`config.mk`:
```
export PLATFORM = sky130hd
export DESIGN_NAME = bin2bcd_display_feeder
export DESIGN_NICKNAME = d
export VERILOG_FILES = /design/src/rtl/bin2bcd_display_feeder.sv
export SDC_FILE = /design/constraint.sdc
export NUM_CORES = 1
export LEC_CHECK = 0
export CORE_ASPECT_RATIO = 1.1
export CORE_MARGIN = 2
export CORE_UTILIZATION = 35
export CTS_BUF_LIST = sky130_fd_sc_hd__clkbuf_2 sky130_fd_sc_hd__clkbuf_4 sky130_fd_sc_hd__clkbuf_8
export CTS_CLUSTER_DIAMETER = 80
export DETAILED_ROUTE_END_ITERATION = 10
export PLACE_DENSITY_LB_ADDON = 0.15
export SLEW_MARGIN = 20
export SYNTH_ARGS = -nofsm -noshare
export SYNTH_HDL_FRONTEND = slang
export SYNTH_SLANG_ARGS = --single-unit
```
`constraint.sdc`:
```
create_clock -name clock -period 5.7 [get_ports clock]
set_input_delay 0.855 -clock clock [delete_from_list [all_inputs] [get_ports clock]]
set_output_delay 0.855 -clock clock [all_outputs]
set_load 0.01 [all_outputs]
```
`src/rtl/bin2bcd_display_feeder.sv`:
```
// bin2bcd_display_feeder
// Sequential 16-bit binary to 4-digit packed BCD converter for the
// multiplexed seven-segment display. A start request latches the count and
// its decimal-point mask. The count is converted by shift-add-3 (double
// dabble), one bit per clock. The display-facing outputs (value, dots,
// overflow) are updated only once, on the final edge of a conversion, so the
// display never sees partially converted digits.
//
// Timing, counted from the edge that accepts start (edge 0):
//   edge 0      latch inputs, busy rises
//   edges 1..14 fourteen shift-add-3 iterations
//   edge 15     outputs load, done pulses, busy falls
//   edge 16     earliest next start
module bin2bcd_display_feeder #(
    parameter logic [15:0] MAX_VALUE = 16'd9999,
    parameter logic [15:0] OVF_CODE  = 16'hEEEE,
    parameter logic [3:0]  OVF_DOTS  = 4'b1111
) (
    input  logic        clock,
    input  logic        reset,
    input  logic [15:0] bin_in,
    input  logic [3:0]  dots_in,
    input  logic        start,
    output logic        busy,
    output logic        done,
    output logic [15:0] value,
    output logic [3:0]  dots,
    output logic        overflow
);

    typedef enum logic [1:0] {
        IDLE  = 2'd0,
        SHIFT = 2'd1,
        DONE  = 2'd2
    } state_t;

    // Iteration count: 14 input bits cover every non-overflow value, since
    // 9999 < 2**14. Overflowing inputs are still run through the same
    // sequence, which keeps the latency identical. Their BCD result is
    // discarded in favour of OVF_CODE.
    localparam logic [3:0] LAST_ITER = 4'd13;

    state_t      state_reg;
    logic [13:0] shift_reg;
    logic [15:0] bcd_reg;
    logic [3:0]  cnt_reg;
    logic        ovf_reg;
    logic [3:0]  dots_lat_reg;

    // BCD accumulator after the add-3 correction, one nibble per digit
    logic [15:0] bcd_adj;

    genvar gi;
    generate
        for (gi = 0; gi < 4; gi++) begin : g_adj
            // Digits of 5 or more are corrected so that the next doubling
            // carries into the neighbouring decade.
            assign bcd_adj[gi*4 +: 4] = (bcd_reg[gi*4 +: 4] >= 4'd5)
                                      ? bcd_reg[gi*4 +: 4] + 4'd3
                                      : bcd_reg[gi*4 +: 4];
        end
    endgenerate

    // Conversion FSM. All outputs are registered here.
    always_ff @(posedge clock or posedge reset) begin
        if (reset) begin
            state_reg    <= IDLE;
            shift_reg    <= '0;
            bcd_reg      <= '0;
            cnt_reg      <= '0;
            ovf_reg      <= 1'b0;
            dots_lat_reg <= '0;
            busy         <= 1'b0;
            done         <= 1'b0;
            value        <= '0;
            dots         <= '0;
            overflow     <= 1'b0;
        end else begin
            done <= 1'b0;
            case (state_reg)
                IDLE: begin
                    if (start) begin
                        shift_reg    <= bin_in[13:0];
                        bcd_reg      <= '0;
                        ovf_reg      <= (bin_in > MAX_VALUE);
                        dots_lat_reg <= dots_in;
                        cnt_reg      <= LAST_ITER;
                        busy         <= 1'b1;
                        state_reg    <= SHIFT;
                    end
                end

                SHIFT: begin
                    {bcd_reg, shift_reg} <= {bcd_adj[14:0], shift_reg, 1'b0};
                    cnt_reg              <= cnt_reg - 4'd1;
                    if (cnt_reg == 4'd0) begin
                        state_reg <= DONE;
                    end
                end

                DONE: begin
                    value     <= ovf_reg ? OVF_CODE : bcd_reg;
                    dots      <= ovf_reg ? OVF_DOTS : dots_lat_reg;
                    overflow  <= ovf_reg;
                    done      <= 1'b1;
                    busy      <= 1'b0;
                    state_reg <= IDLE;
                end

                default: begin
                    busy      <= 1'b0;
                    state_reg <= IDLE;
                end
            endcase
        end
    end

endmodule
```
# After elaboration in Yosys (flattened, before gate mapping)
# Index checks and enable logic that the tools add are counted.
# op_classes
eq_ne,4
bitwise,1
addsub,5
order_cmp,5
mux,18
reduce_logical,7
# op_table
op,count
$mux W16,2
$pmux W16 S2,1
$pmux W14 S2,1
$mux W4,5
$ge A4 B3 Y1 const B,4
$gt A16 B14 Y1 const B,1
$mux W14,1
$add A4 B2 Y4 const B,3
$pmux W4 S2,1
$reduce_and A2 Y1,4
$logic_not A4 Y1,1
$mux W2,2
$ne A2 B2 Y1 const B,2
$pmux W2 S2,1
$sub A4 B1 Y4 const B,1
$add A3 B2 Y3 const B,1
$mux W3,1
$eq A2 B1 Y1 const B,1
$eq A2 B2 Y1 const B,1
$logic_not A2 Y1,1
$mux W1,2
$pmux W1 S2,1
$reduce_bool A2 Y1,1
$not A1 Y1,1
# totals
regBits,64
in_bits,23
word_cells,51

# Longest topological paths before layout
# Gate-level depths: netlist of run 1.
# logic_depth
ltp_word,3
ltp_mapped,6
mapped_depth_nobuf,6

# Worst setup path after synthesis of run 1
# Ideal clock, no wire load.
# synth_timing
path_type,input to register
from,input start
to,register bcd_reg[4]
path_stages,4
setup_slack_ns,4.153
n_path_buf,1
t_arrival_ns,1.452
setup_time_ns,0.095
path_cell_list,o21bai_2 > buf_2 > nand2_1 > o31ai_1
# synth_via
elab_chain_cells,2
# synth_lines
element,line,source
"start, declared",23,"input logic start,"
$ne A2 B2 Y1 (no line),-,
$reduce_and A2 Y1 (no line),-,
"end signal, assigned",94,"{bcd_reg, shift_reg} <= {bcd_adj[14:0], shift_reg, 1'b0};"
"end, declared",45,logic [15:0] bcd_reg;
# Every way passes these cells.
# A chain may end at the register's enable or synchronous reset.

# Worst setup path after layout of run 1
# layout_timing
from,register dots[2]
to,output dots[2]
# layout_lines
element,line,source
"start, declared",27,"output logic [3:0] dots,"
"start signal, assigned",103,dots <= ovf_reg ? OVF_DOTS : dots_lat_reg;
# No word-level cell between the ends.

==> results of run 1 <==
-- kinds of logic after synthesis --
kind of cell | count (synthesis)
and+or+nand+nor | 102
muxes | 18
xor gates and xnor gates | 7
AOI/OAI and AO/OA | 68
buffers and inverters | 29
DFF | 64
adders and majority gates | 9
-- layer usage --
metal / global-route usage (%) / up-vias
met5: 0 / -
met1: 17.4 / 1012
met4: 6.99 / 0
li1: - / 1086
met2: 23.0 / 49
met3: 2.35 / 9
-- cell type report --
| class | count | area, um^2 |
|---|---|---|
| Clock buffer | 10 | 138 |
| Sequential cell | 64 | 1600 |
| Fill cell | 828 | 4320 |
| Inverter | 13 | 48.8 |
| Multi-Input combinational cell | 204 | 1190 |
| Clock inverter | 6 | 91.3 |
| Tap cell | 108 | 135 |
| Timing Repair Buffer | 49 | 480 |
-- where the power goes --
part           switching [uW]  internal, uW  leakage, uW
Combinational             349           361     0.000795
Sequential                155           645     0.000814
Clock                     183           259     0.000105
Total                     687          1270      0.00171
-- worst min-delay path by stage --
stage,start,to,cells after the start
3_3_place_gp,value[9],value[9],2
2_1_floorplan,dots_lat_reg[0],dots_lat_reg[0],2
6_report,shift_reg[12],shift_reg[12],2
5_1_grt,shift_reg[12],shift_reg[12],2
4_1_cts,shift_reg[12],shift_reg[12],2
3_5_place_dp,dots_lat_reg[0],dots_lat_reg[0],2
-- placed cells by master (no fill, tap or decap), types with 9 or more instances in the layout --
cell type,instances
nor2_1,19
inv_1,12
clkdlybuf4s50_1,45
o21ai_0,38
clkbuf_8,10
ha_1,9
dfrtp_1,64
mux2i_1,17
o21ai_1,9
nand2_1,60
-- per-stage QoR --
step	instance area (um^2)	hold slack (ns)	power, uW	setup slack, ns
6_report	3680	0.478	1950	3.61
5_1_grt	3680	0.506	2120	3.55
4_1_cts	3680	0.485	1990	3.58
3_5_place_dp	3450	0.469	1540	3.40
3_3_place_gp	3450	0.460	1510	3.44
2_1_floorplan	2920	0.446	1280	3.25
==> impl_metrics.json, run 1 <==
{
  "fmax_ghz": 0.478,
  "root_buffer": "clkbuf_8",
  "h-tree-depth": 3,
  "clock_skew_ns": 0.0116,
  "viasPerCell": 4.75,
  "ctsResizeCount": 0,
  "synthMuxAreaShare_pct": 6.22,
  "crit_slowest_cell": "clkdlybuf4s50_1",
  "cts_buffers": 9,
  "highest_layer": "met4",
  "crit_path_start_kind": "flop",
  "synth_compound_area_share_pct": 13.4,
  "synth-adder-area-share_pct": 3.86,
  "grt_pass1_wl_mm": 10.1,
  "p_per_area_nw_per_um2": 530,
  "startpoint": "dots[2]",
  "start_util_pct": 36.5,
  "ys_ff_latch": 64,
  "cts_sinks": 64,
  "ctsHoldBuffers": 0,
  "rows": 34,
  "syn_inst": 297,
  "cpLargestDelayFamily": "buffers and inverters",
  "worst-path-stages": 1,
  "synth_most_common_cell": "dfrtp_1",
  "area_growth_pct": 26.2,
  "antenna_found_initial": 0,
  "slew_headroom_pct": 45.6,
  "final_hold_viol_count": 0,
  "rrSetupSlack_ns": 4.13,
  "wl_met2_mm": 2.56,
  "synth.distinct_cells": 30,
  "crit_path_cell_trace": "clkdlybuf4s50_1",
  "crit_end": "dots[2]",
  "ir_drop_uv": 162,
  "fin_cells": 454,
  "drc": 0,
  "grt_max_degree": 65,
  "wl_met3_um": 221,
  "die-area_um2": 9080,
  "synth_top_area_share_pct": 54.9,
  "io_buffers": 45,
  "nNetsFinal": 373,
  "tns_ns": 0,
  "io_pins": 46,
  "rsz0062_at_grt": "no",
  "synth-edff-count": 0,
  "ys.flop_type": "dfrtp_1",
  "async_reset_ff_share_pct": 100,
  "finalSetupViolations": 0,
  "synth.largest_area_cell": "dfrtp_1",
  "grt_pass1_vias": 2215,
  "worstPathRequired_ns": 4.85,
  "status": "complete, no violations",
  "p_leak_uw": 0.00171,
  "drive_gt1_share_pct": 7.23,
  "first_iter_violations": 112,
  "diodes": 0,
  "dp_hpwl_mm": 3.65,
  "syn_area_um2": 2920,
  "synth.top_cells.by_count": "64 x dfrtp_1, 60 x nand2_1, 38 x o21ai_0",
  "hold_path_class": "flop to flop",
  "synth_nets": 329,
  "wl_met1_mm": 2.65,
  "die_h_um": 99.8,
  "dp.cells": 438,
  "cts.clk_slew.worst_paths_ns": 0.07,
  "avgSynthCellArea_um2": 9.82,
  "routedWlPerCell_um": 12.2,
  "fp.coreArea_um2": 8000,
  "critical_path_peak_fanout": 2,
  "synth_xor_xnor_area_share_pct": 2.10,
  "post_cts_buffers": 0,
  "grt_util_all_layers_pct": 13.8,
  "via_count": 2156,
  "cp-end-kind": "primary output",
  "clock_latency_ns": 0.34,
  "wirelength_mm": 5.54,
  "period_needed_ns": 2.09,
  "synth.area.top_cells": "dfrtp_1 55%, nand2_1 7.7%, o21ai_0 6.5%",
  "grt_overflow": 0,
  "fin_crit_sh_pct": 36.7,
  "clockBufferDepth": 2,
  "drv_cap": 0,
  "ys_seq_area_share_pct": 54.9,
  "crit_buf_inv": 1,
  "critPathArrivalTime_ns": 1.24,
  "slew_violations": 0,
  "drtPass1Iterations": 8,
  "r2r_start": "bcd_reg[0]",
  "synth_top_family_by_area": "simple AND/OR/NAND/NOR gates",
  "yosys_warnings": 0,
  "reg2regPathDepth": 6,
  "r2r_end": "bcd_reg[2]",
  "path_class": "flop to primary output",
  "antenna_left": 0,
  "cp_slowest_stage_delay_ns": 0.54,
  "die_w_um": 91.1,
  "final_core_util_pct": 46.0,
  "worstMarginPinSlew_ns": 0.817,
  "tritoncts": "built",
  "routabilityCongestion": 0.796,
  "synth_simple_gate_area_share_pct": 15.0
}
(Power assumes the default switching activity.)
==> run 2, diff against run 1 <==
==> constraint.sdc (replaced) <==
create_clock -name clock -period 2.1 [get_ports clock]
set_input_delay 0.315 -clock clock [delete_from_list [all_inputs] [get_ports clock]]
set_output_delay 0.315 -clock clock [all_outputs]
set_load 0.01 [all_outputs]
==> run 2 against run 1 <==
Net effect:
- die area unchanged
- register-to-register slack worse by 3.6 ns
- setup slack worse by 3.1 ns
- hold slack worse by 0.14 ns
- clock skew fell by 0.0032 ns
- count of clock-buffer cells in the layout decreased by 1
- first-iteration DRC count decreased by 15%
- routed wire length grew 2.9%
==> impl_metrics.json, run 2 (synthesis results as in run 1) <==
{
  "crit_slowest_cell": "clkdlybuf4s50_1",
  "cp-end-kind": "primary output",
  "final_common_cell": "dfrtp_1",
  "first_iter_violations": 95,
  "grt_max_degree": 65,
  "nNetsFinal": 373,
  "p_leak_uw": 0.00174,
  "die_w_um": 91.1,
  "drc": 0,
  "final_hold_viol_count": 0,
  "clock_skew_ns": 0.00843,
  "drive_gt1_share_pct": 7.23,
  "ir_drop_uv": 435,
  "fmax_ghz": 0.634,
  "die-area_um2": 9080,
  "routedWlPerCell_um": 12.6,
  "grt_pass1_wl_mm": 9.87,
  "critPathArrivalTime_ns": 1.26,
  "cts.clk_slew.worst_paths_ns": 0.07,
  "tritoncts": "built",
  "holdWs_ns": 0.339,
  "root_buffer": "clkbuf_8",
  "viasPerCell": 4.75,
  "slew_violations": 0,
  "routabilityCongestion": 0.796,
  "final_cell_mix": "64 x dfrtp_1, 60 x nand2_1, 45 x clkdlybuf4s50_1",
  "diodes": 0,
  "r2r_start": "bcd_reg[8]",
  "p_per_area_nw_per_um2": 1460,
  "hold_path_class": "input pin to asynchronous set/reset pin",
  "h-tree-depth": 3,
  "cts_buffers": 9,
  "die_h_um": 99.8,
  "via_count": 2158,
  "area_growth_pct": 27.6,
  "rows": 34,
  "post_cts_buffers": 0,
  "clockBufferDepth": 2,
  "cp_slowest_stage_delay_ns": 0.55,
  "drv_cap": 0,
  "slew_headroom_pct": 42.6,
  "r2r_end": "bcd_reg[10]",
  "crit_path_cell_trace": "clkdlybuf4s50_1",
  "critical_path_peak_fanout": 2,
  "worstPathRequired_ns": 1.78,
  "ctsResizeCount": 0,
  "grt_util_all_layers_pct": 13.8,
  "worstMarginPinSlew_ns": 0.862,
  "period_needed_ns": 1.58,
  "io_buffers": 45,
  "tns_ns": 0,
  "cpLargestDelayFamily": "buffers and inverters",
  "grt_overflow": 0,
  "grt_pass1_vias": 2087,
  "path_class": "flop to primary output",
  "drtPass1Iterations": 4,
  "status": "complete, no violations",
  "dp_hpwl_mm": 3.71,
  "antenna_found_initial": 0,
  "crit_path_start_kind": "flop",
  "io_pins": 46,
  "clock_latency_ns": 0.35,
  "reg2regPathDepth": 6,
  "rsz0062_at_grt": "no",
  "antenna_left": 0,
  "cts_sinks": 64,
  "fin_crit_sh_pct": 75.1,
  "fp.coreArea_um2": 8000,
  "ctsHoldBuffers": 0,
  "finalSetupViolations": 0,
  "crit_buf_inv": 1,
  "wirelength_mm": 5.70,
  "start_util_pct": 36.5,
  "rrSetupSlack_ns": 0.54
}
## run 2: changes by cell type in the layout (fill, tap and decap cells not counted)
cell        change
buf_12          +2
buf_4           -2
bufinv_16       +1
clkbuf_8        -1
clkinv_2        +1
clkinv_4        +2
clkinvlp_4      -2
inv_6           -1
## run 2: worst reg2reg max path: stages, from the launching register on
cell	delay, ns
dfrtp_1	0.41
inv_1	0.13
ha_1	0.20
nand2b_1	0.06
a21oi_1	0.32
mux2i_1	0.23
a22o_1	0.14
## run 2: layer usage
layer	vias to the layer above	part of all wire [%]	GRT usage (%)
met5	-	0	0
met4	0	2.7	8.39
met3	11	3.6	2.50
met2	45	44	20.9
met1	1012	49	18.4
li1	1090	-	-
## run 2: power breakdown
part           switching, uW  internal (uW)
Clock                    499            790
Sequential               431           1750
Combinational            958            998
## run 2: metrics by stage
| stage | cells | power (uW) | util, % | instance area, um^2 | setup slack (ns) |
|---|---|---|---|---|---|
| global route | 454 | 5880 | 46.5 | 3720 | 0.395 |
| detailed placement | 438 | 4200 | 43.5 | 3480 | 0.447 |
| finish | 454 | 5430 | 46.5 | 3720 | 0.523 |
| floorplan | 297 | 3480 | - | 2920 | 0.187 |
| global placement | 438 | 4140 | 43.5 | 3480 | 0.475 |
| CTS | 454 | 5520 | 46.5 | 3720 | 0.496 |
## run 2: cell type report
class / count / area, um^2
fillers: 784 / 4280
flip-flops and latches: 64 / 1600
multi-input cells: 204 / 1190
repair buffers: 49 / 505
well taps: 108 / 135
clock buffers: 9 / 124
clock inverters: 7 / 120
inverters: 13 / 48.8
## run 2: how the worst max path moves through the flow
stage	start	end	slack [ns]	depth (start not counted)
after global placement	start	cnt_reg[3]	0.47	6
final	dots[2]	dots[2]	0.52	1
after floorplan	reset	bcd_reg[0]	0.19	1
after CTS	dots[2]	dots[2]	0.50	1
after global routing	bcd_reg[0]	bcd_reg[2]	0.39	6
after detailed placement	start	cnt_reg[3]	0.45	6
==> run 3, diff against run 2 <==
==> constraint.sdc (replaced) <==
create_clock -name clock -period 1.3 [get_ports clock]
set_input_delay 0.195 -clock clock [delete_from_list [all_inputs] [get_ports clock]]
set_output_delay 0.195 -clock clock [all_outputs]
set_load 0.01 [all_outputs]
==> run 3 against run 2 <==
Net effect:
- the run now ends with negative setup slack left
- combinational power up 120%
- register-to-register slack worse by 0.56 ns
- non-clock buffer count up 32
- critical path depth up 4
- hold slack worse by 0.061 ns
- sequential power up 65%
- critical endpoint is now bcd_reg[10]
- clock power up 32%
==> impl_metrics.json, run 3 (synthesis results as in run 1) <==
{
  "status": "finished, violations left",
  "violations": "negative setup slack",
  "grt_util_all_layers_pct": 14.4,
  "worstPathRequired_ns": 1.55,
  "final_cell_mix": "60 x nand2_1, 60 x dfrtp_1, 34 x o21ai_0",
  "fill_cells": 780,
  "p_leak_uw": 0.00201,
  "ir_drop_uv": 735,
  "die_h_um": 99.8,
  "grt_max_degree": 42,
  "clock_skew_ns": 0.0120,
  "hold_path_class": "input pin to asynchronous set/reset pin",
  "cts_buffers": 9,
  "tritoncts": "built",
  "antenna_found_initial": 0,
  "grt_overflow": 0,
  "fp.coreArea_um2": 8000,
  "ctsHoldBuffers": 0,
  "crit_slowest_cell": "dfrtp_2",
  "final_hold_viol_count": 0,
  "root_buffer": "clkbuf_8",
  "rsz0062_at_grt": "yes",
  "wirelength_mm": 6.07,
  "worstMarginPinSlew_ns": 0.431,
  "startpoint": "bcd_reg[8]",
  "io_pins": 46,
  "p_per_area_nw_per_um2": 2320,
  "drc": 0,
  "grt_pass1_vias": 2304,
  "slew_headroom_pct": 71.3,
  "drv_cap": 0,
  "via_count": 2265,
  "slew_violations": 0,
  "start_util_pct": 36.5,
  "viasPerCell": 4.66,
  "rows": 34,
  "fin_crit_sh_pct": 102,
  "crit_path_start_kind": "flop",
  "routedWlPerCell_um": 12.5,
  "die-area_um2": 9080,
  "setup_ws_ns": -0.0211,
  "critical_path_peak_fanout": 4,
  "h-tree-depth": 3,
  "nNetsFinal": 405,
  "critPathArrivalTime_ns": 1.58,
  "dp_hpwl_mm": 4.08,
  "period_needed_ns": 1.32,
  "grt_pass1_wl_mm": 10.5,
  "holdWs_ns": 0.278,
  "drive_gt1_share_pct": 23.3,
  "cp-end-kind": "flop",
  "routabilityCongestion": 0.799,
  "diodes": 0,
  "clock_latency_ns": 0.33,
  "path_class": "flop to flop",
  "first_iter_violations": 115,
  "fmax_ghz": 0.757,
  "clockBufferDepth": 2,
  "crit_buf_inv": 0,
  "cts.clk_slew.worst_paths_ns": 0.07,
  "cp_slowest_stage_delay_ns": 0.45,
  "area_growth_pct": 42.1,
  "cts_sinks": 64,
  "final_core_util_pct": 51.8,
  "finalSetupViolations": 2,
  "die_w_um": 91.1,
  "antenna_left": 0,
  "drtPass1Iterations": 4,
  "io_buffers": 45,
  "r2r_start": "bcd_reg[8]",
  "crit_path_cell_trace": "ha_4, nand2b_4, a21oi_4, mux2i_1, a22o_1",
  "cpLargestDelayFamily": "flip-flops"
}
run 3: cell count changes in the layout (fill, tap and decap cells not counted), moves of 6 or more:
| cell | previous run | this run |
|---|---|---|
| ha_1 | 9 | 1 |
| ha_4 | 0 | 6 |
| buf_4 | 2 | 28 |
| inv_2 | 1 | 7 |
| clkdlybuf4s50_1 | 45 | 22 |
| dlygate4sd2_1 | 0 | 23 |
| inv_1 | 12 | 5 |
run 3: layer usage:
layer  share of wire, %  track usage (%)  wire, um  vias to the layer above
met1                 49             19.2      3000                     1048
li1                   -                -         -                     1163
met5                  0                0         0                        -
met4                1.1             6.18        67                        0
met3                3.4             2.42       208                        7
met2                 46             23.2      2800                       47
run 3: metrics by stage:
stage / setup slack (ns) / power [uW] / instances / TNS (ns) / cell area (um^2)
after CTS: -0.0386 / 9430 / 485 / -0.0553 / 4060
after floorplan: 0.000634 / 5690 / 297 / 0 / 2940
final: -0.0211 / 9610 / 486 / -0.0241 / 4150
after global placement: -0.107 / 7330 / 466 / -2.56 / 3760
after global routing: -0.120 / 10500 / 486 / -0.438 / 4150
after detailed placement: -0.122 / 7420 / 466 / -2.59 / 3760
run 3: area by class of cell:
| cell class | count | area, um^2 | area share, % |
|---|---|---|---|
| Sequential cell | 64 | 1610 | 38.8 |
| Multi-Input combinational cell | 204 | 1380 | 33.2 |
| Timing Repair Buffer | 81 | 774 | 18.7 |
| Clock buffer | 11 | 145 | 3.50 |
| Tap cell | 108 | 135 | 3.26 |
| Clock inverter | 5 | 56.3 | 1.36 |
| Inverter | 13 | 52.6 | 1.27 |
run 3: path summary, 6_finish.rpt:
kind                              endpoint  slack, ns  cells past startpoint
setup / recovery               bcd_reg[10]      -0.02                      5
hold / removal                  bcd_reg[4]       0.28                      3
setup reg to reg               bcd_reg[10]      -0.02                      5
hold reg to reg                   value[4]       0.47                      2
max in group asynchronous       bcd_reg[0]       0.82                      3
min in group clock         dots_lat_reg[1]       0.39                      3
run 3: timing repair:
item / in CTS / in global routing
pin swaps: 11 / 7
setup endpoints to repair: 27 / 30
setup buffers: 3 / 1
gates resized for setup: 46 / 22
run 3: worst register-to-register path, delay by kind of cell, from the launching register on:
| kind | cells | cell delay (ns) |
|---|---|---|
| DFF | 1 | 0.45 |
| and+or+nand+nor | 1 | 0.14 |
| muxes | 1 | 0.20 |
| AOI/OAI and AO/OA | 2 | 0.31 |
| adders and majority gates | 1 | 0.16 |
run 3: where the power goes:
part | leakage [uW] | internal, uW | total, uW | switching [uW]
combinational | 0.00109 | 2350 | 4320 | 1970
clock | 0.000103 | 956 | 1700 | 748
sequential | 0.000809 | 2840 | 3590 | 750
